<file path="config.mk">
export PLATFORM = sky130hd
export DESIGN_NAME = regfile_wr_arbiter
export DESIGN_NICKNAME = d
export VERILOG_FILES = /design/src/rtl/regfile_wr_arbiter.sv
export SDC_FILE = /design/constraint.sdc
export NUM_CORES = 1
export LEC_CHECK = 0
export ABC_AREA = 1
export CAP_MARGIN = 10
export CORE_MARGIN = 5
export CORE_UTILIZATION = 49
export CTS_CLUSTER_DIAMETER = 80
export DETAILED_ROUTE_END_ITERATION = 16
export GPL_TIMING_DRIVEN = 0
export PLACE_DENSITY = 0.84
export SETUP_SLACK_MARGIN = 0.2
export SYNTH_ARGS = -nofsm -noshare
export SYNTH_HDL_FRONTEND = slang
export SYNTH_SLANG_ARGS = --single-unit
</file>
<file path="constraint.sdc">
create_clock -name clk -period 1.9 [get_ports clk]
set_input_delay 0.38 -clock clk [delete_from_list [all_inputs] [get_ports clk]]
set_output_delay 0.38 -clock clk [all_outputs]
set_load 0.05 [all_outputs]
</file>
<file path="src/rtl/regfile_wr_arbiter.sv">
// ---------------------------------------------------------------------------
// regfile_wr_arbiter
//
// Purpose:
//   Owns the single write port of the register file. After reset, or when
//   clr_req is seen in IDLE, it sweeps every register (0..NREG-1) to CLR_VAL.
//   The sweep takes exactly one write per cycle. Outside a clear it shares the
//   write port between two requesters. Arbitration is round-robin, and each
//   requester uses a req/ack handshake.
//
// Parameters:
//   AW       register address width
//   DW       register data width
//   NREG     number of registers cleared (must be <= 2**AW)
//   CLR_VAL  value written to every register during a clear
//
// Ports:
//   clk       in   1    system clock, all state on posedge
//   reset     in   1    asynchronous active-high reset
//   clr_req   in   1    full-clear request (level, sampled in IDLE)
//   req0      in   1    requester 0 write request (held until ack0)
//   wr0_addr  in   AW   requester 0 write address
//   wr0_data  in   DW   requester 0 write data
//   ack0      out  1    one-cycle grant/completion to requester 0
//   req1      in   1    requester 1 write request (held until ack1)
//   wr1_addr  in   AW   requester 1 write address
//   wr1_data  in   DW   requester 1 write data
//   ack1      out  1    one-cycle grant/completion to requester 1
//   rf_we     out  1    regfile write enable
//   rf_wr     out  AW   regfile write address
//   rf_wdata  out  DW   regfile write data
//   busy      out  1    high while clearing
// ---------------------------------------------------------------------------
module regfile_wr_arbiter #(
    parameter int AW      = 4,
    parameter int DW      = 4,
    parameter int NREG    = 16,
    parameter int CLR_VAL = 0
) (
    input  logic          clk,
    input  logic          reset,
    input  logic          clr_req,
    input  logic          req0,
    input  logic [AW-1:0] wr0_addr,
    input  logic [DW-1:0] wr0_data,
    output logic          ack0,
    input  logic          req1,
    input  logic [AW-1:0] wr1_addr,
    input  logic [DW-1:0] wr1_data,
    output logic          ack1,
    output logic          rf_we,
    output logic [AW-1:0] rf_wr,
    output logic [DW-1:0] rf_wdata,
    output logic          busy
);

    typedef enum logic {
        CLEAR = 1'b0,
        IDLE  = 1'b1
    } state_t;

    localparam logic [AW-1:0] LastAddr = AW'(NREG - 1);
    localparam logic [DW-1:0] ClrVal   = DW'(CLR_VAL);

    state_t        state_q,    state_d;
    logic [AW-1:0] clrCnt_q,   clrCnt_d;
    logic          clrLast_q,  clrLast_d;
    logic          lastGrant_q, lastGrant_d;
    logic          rfWe_q,     rfWe_d;
    logic [AW-1:0] rfWr_q,     rfWr_d;
    logic [DW-1:0] rfWdata_q,  rfWdata_d;
    logic          ack0_q,     ack0_d;
    logic          ack1_q,     ack1_d;
    logic          busy_q,     busy_d;

    logic elig0;
    logic elig1;
    logic pick0;
    logic pick1;

    // A requester acked in this cycle still has req high. That req belongs to
    // the completed transfer, so the requester is masked for one edge.
    // lastGrant_q = 1 means requester 1 won last, so requester 0 wins a tie.
    always_comb begin
        elig0 = req0 & ~ack0_q;
        elig1 = req1 & ~ack1_q;
        pick0 = elig0 & (~elig1 | lastGrant_q);
        pick1 = elig1 & ~pick0;
    end

    // Next-state logic. acks are single-cycle pulses, so they default low
    // every edge. Address and data hold unless a write is issued.
    // clrLast_q marks that the final clear write (NREG-1) has been issued.
    // The counter therefore stops at NREG-1 instead of wrapping, and the
    // following edge ends the clear.
    always_comb begin
        state_d     = state_q;
        clrCnt_d    = clrCnt_q;
        clrLast_d   = clrLast_q;
        lastGrant_d = lastGrant_q;
        rfWe_d      = 1'b0;
        rfWr_d      = rfWr_q;
        rfWdata_d   = rfWdata_q;
        ack0_d      = 1'b0;
        ack1_d      = 1'b0;
        busy_d      = busy_q;

        case (state_q)
            CLEAR: begin
                if (clrLast_q) begin
                    busy_d  = 1'b0;
                    state_d = IDLE;
                end else begin
                    rfWe_d    = 1'b1;
                    rfWr_d    = clrCnt_q;
                    rfWdata_d = ClrVal;
                    if (clrCnt_q == LastAddr) begin
                        clrLast_d = 1'b1;
                    end else begin
                        clrCnt_d = clrCnt_q + 1'b1;
                    end
                end
            end

            IDLE: begin
                if (clr_req) begin
                    busy_d    = 1'b1;
                    clrCnt_d  = '0;
                    clrLast_d = 1'b0;
                    state_d   = CLEAR;
                end else if (pick0) begin
                    rfWe_d      = 1'b1;
                    rfWr_d      = wr0_addr;
                    rfWdata_d   = wr0_data;
                    ack0_d      = 1'b1;
                    lastGrant_d = 1'b0;
                end else if (pick1) begin
                    rfWe_d      = 1'b1;
                    rfWr_d      = wr1_addr;
                    rfWdata_d   = wr1_data;
                    ack1_d      = 1'b1;
                    lastGrant_d = 1'b1;
                end
            end

            default: begin
                state_d = CLEAR;
            end
        endcase
    end

    // State and output registers. Reset puts the block at the start of a
    // clear, so releasing reset always begins a fresh sweep from address 0.
    always_ff @(posedge clk or posedge reset) begin
        if (reset) begin
            state_q     <= CLEAR;
            clrCnt_q    <= '0;
            clrLast_q   <= 1'b0;
            lastGrant_q <= 1'b1;
            rfWe_q      <= 1'b0;
            rfWr_q      <= '0;
            rfWdata_q   <= '0;
            ack0_q      <= 1'b0;
            ack1_q      <= 1'b0;
            busy_q      <= 1'b1;
        end else begin
            state_q     <= state_d;
            clrCnt_q    <= clrCnt_d;
            clrLast_q   <= clrLast_d;
            lastGrant_q <= lastGrant_d;
            rfWe_q      <= rfWe_d;
            rfWr_q      <= rfWr_d;
            rfWdata_q   <= rfWdata_d;
            ack0_q      <= ack0_d;
            ack1_q      <= ack1_d;
            busy_q      <= busy_d;
        end
    end

    assign rf_we    = rfWe_q;
    assign rf_wr    = rfWr_q;
    assign rf_wdata = rfWdata_q;
    assign ack0     = ack0_q;
    assign ack1     = ack1_q;
    assign busy     = busy_q;

endmodule

</file>
==> metrics.csv <==
stage,metric,value,unit
synth,ys_ff_latch,19,
floorplan,start_util,52.0,%
sta,skew,1.46,ps
cells_and_area,seq_area,478,sq um
hold_path,hold_class,flop to flop,
setup_path,cp-end-kind,output pin,
setup_path,worst_ep_required_time,1520,ps
setup_path,crit_family,buffers and inverters,
sta,setup_viol,0,
setup_path,critPathMaxFanout,2,
cts,cts_sinks,19,
drt,firstDrtPassIters,4,
floorplan,num_rows,16,
sta,tightest_slew,726,ps
floorplan,die_h,56.1,um
place,hpwl,1.76,mm
cells_and_area,drive_gt1_share,16.6,%
synth,synthMostInstantiatedCell,nand2_1,
sta,slew_viol_final,0,
pwr,p_per_area,1560,mW/mm^2
grt,grt_max_degree,20,
grt,antenna_found_initial,0,
cells_and_area,num-fill-cells,176,
floorplan,dieArea,0.00315,sq mm
grt,grt_pass1_vias,909,
cells_and_area,areaGrowthSynthToFinish,34.7,%
sta,finalHoldViolCount,0,
drt,num_vias,906,
cts,clock_path_buffers,2,
synth,synth_compound_area_share,13.7,%
synth,yosys-top-cells-area,"dfrtp_1 (41%), nand2_1 (8.3%), inv_1 (6.5%), nand3_1 (5.3%), dfstp_2 (5.0%)",
drt,wl_per_cell,12.1,um
place,gp_congestion,0.821,
pwr,pwr-share-seq,31.3,%
synth,netlist_instances,121,
synth,synthArstFlopShare,100,%
cells_and_area,multiInputGateArea,454,sq um
sta,relSlewSlack,51.6,%
pwr,internal-power,1070,uW
sta,fin_crit_sh,84.9,%
setup_path,reg2reg_from,lastGrant_q,
synth,synth_fp_nets,143,
grt,grt.overflow.total,0,
floorplan,io_pins,33,
pwr,combPwrFrac,59.5,%
synth,synth_xor_xnor_area_share,0.841,%
drt,first_iter_violations,19,
synth,synthesis.area,0.00104,sq mm
sta,finalCriticalPeriod,1610,ps
floorplan,core_area,0.00200,sq mm
drt,wirelength,2.22,mm
synth,synth_top_family_by_area,simple AND/OR/NAND/NOR gates,
synth,synthSimpleGateAreaFrac,27.9,%
drt,ant_nets,0,
synth,synth_ff_type,dfrtp_1,
grt,grt_pass1_wl,4.02,mm
cts,cts_setup_buffers,0,
setup_path,slowest_delay,540,ps
cts,cts_hold_buf,0,
setup_path,crit_path_start_kind,flop,
hold_path,min_to,rf_wdata[2],
run_status,outcome,completed,
drt,drcViolationCount,0,
synth,ys_warn_count,0,
pwr,clkPwrFrac,9.2,%
flow_run,maxCapViolations,0,
cts,htree_levels,1,
cells_and_area,antenna_cells,0,
cells_and_area,nNetsFinal,180,
pwr,vdd.ir_drop.worst,0.988,mV
cells_and_area,fin_cells,184,
synth,synth_adder_area_share,1.20,%
setup_path,arrival,1230,ps
sta,fmax,0.620,GHz
grt,track_usage,15.8,%
synth,post_synth_mux_area_share,0,%
setup_path,critical_path.cell_chain,dlygate4sd2_1,
pwr,p_leak,0.000709,uW
setup_path,crit_buf_inv,1,
floorplan,die_w,56.1,um
synth,ys_seq_area_share,45.9,%
cts,clk_latency,290,ps
setup_path,r2r_end,rf_wr[2],
sta,tns,0,ps
hold_path,min-delay-start,rf_wdata[2],
drt,vias_per_cell,4.92,
setup_path,rr_worst_depth,6,
synth,ys_types,23,
setup_path,critPathSlowestCell,dlygate4sd2_1,
cts,cts_tree,done,
place,dp.cells,180,
place,io_buffers,32,
pwr,swShare,51.2,%
sta,rsz0062_at_grt,false,
pwr,switching_power,1120,uW
synth,synth-edff-count,0,
synth,synth_commonest_cells,"nand2_1 (23), inv_1 (18), dfrtp_1 (17)",
hold_path,hold-path-cell-count,2,
setup_path,crit_type,flop to output pin,
cts,cts-root-buf,clkbuf_4,
synth,synth.avg_cell_area,8.60,sq um
cts,numCtsBuffers,3,
synth,synth_largest_area_cell,dfrtp_1,
synth,yosys.area.top_type_share,40.9,%
cts,cts.clk_slew.worst_paths,100,ps
pwr,total_power,2180,uW
setup_path,regToRegSetupSlack,640,ps
[worst max path at each step]
stage,from,end,slack (ps),cells past startpoint
after global routing,ack0,ack0,230,1
after CTS,busy,busy,150,1
after global placement,busy,busy,220,1
final,ack0,ack0,290,1
after floorplan,ack0,rf_wr[0],570,7
after detailed placement,req1,rf_wdata[1],210,8
[tightest hold or removal path: cells and delay by family, from the launching register on]
kind	cells	cell delay, ps
flops	1	350
simple gates	1	50
compound gates	1	60
[state kept, by name, summed over array words and instances, names as in the netlist]
signal,count
rf_we,1
clrCnt_q,4
lastGrant_q,1
clrLast_q,1
busy,1
ack0,1
rf_wr,4
ack1,1
state_q,1
rf_wdata,4
[layout make-up]
type,instances,area share [%]
inverters,21,6.16
flip-flops and latches,19,34.1
multi-input cells,79,32.4
well taps,27,2.41
plain buffers,2,1.61
repair buffers,32,21.5
clock buffers,4,1.87
[routing by layer]
metal / share of wire [%] / track usage [%] / wire [um] / vias up
met4: 0.36 / 5.08 / 8 / 0
met3: 8.7 / 5.10 / 193 / 2
met5: 0 / 0 / 0 / -
met2: 45 / 25.4 / 995 / 32
li1: - / - / - / 462
met1: 46 / 19.9 / 1020 / 410
[cells in the final DEF, fill, tap and decap left out]
cell type / synthesis / routed
nor2_1: 7 / 7
inv_1: 18 / 18
dfstp_2: 2 / 2
o21ai_0: 8 / 8
ha_1: 1 / 1
clkbuf_2: 0 / 1
inv_8: 1 / 1
buf_6: 2 / 2
o21ai_1: 5 / 5
a21oi_2: 4 / 4
nand2_2: 2 / 2
nand2_1: 23 / 23
nand3_4: 1 / 1
or2_2: 1 / 1
nor2_4: 1 / 1
clkbuf_4: 0 / 3
a21oi_1: 7 / 7
nor2_8: 1 / 1
nand3_1: 11 / 11
nand3_2: 1 / 1
dfrtp_1: 17 / 17
xor2_1: 1 / 1
nand2_4: 4 / 4
clkbuf_1: 0 / 1
dlygate4sd2_1: 0 / 11
clkdlybuf4s50_1: 0 / 20
o21bai_1: 1 / 1
inv_2: 2 / 2
[power groups by stage]
stage / clock (uW) / sequential (uW) / combinational, uW
6_report: 201 / 684 / 1300
5_1_grt: 225 / 703 / 1430
4_1_cts: 209 / 683 / 1310
3_5_place_dp: 0 / 696 / 1390
3_3_place_gp: 0 / 685 / 1370
2_1_floorplan: 0 / 1090 / 598
[through the flow]
step                      worst slack [ps]  utilization (%)  hold WS, ps  instance area [sq um]
final                                  286             70.1          490                   1400
after global routing                   231             70.1          533                   1400
after CTS                              145             70.3          497                   1410
after detailed placement               210             69.7          479                   1400
after global placement                 219             69.7          468                   1400
after floorplan                        570                -          330                   1040
[logic make-up after synthesis]
logic type	after synthesis
adder cells (fa/ha/maj)	1
AND/OR/NAND/NOR	52
AO/OA/AOI/OAI	25
buffers and inverters	23
XOR/XNOR	1
flip-flops	19
[repair_timing]
action | 4_1_cts | 5_1_grt
gates cloned | 0 | 0
hold endpoints to repair | 0 | 0
resized for setup | 12 | 2
endpoints found under the setup margin | 12 | 1
(Power assumes the default switching activity.)
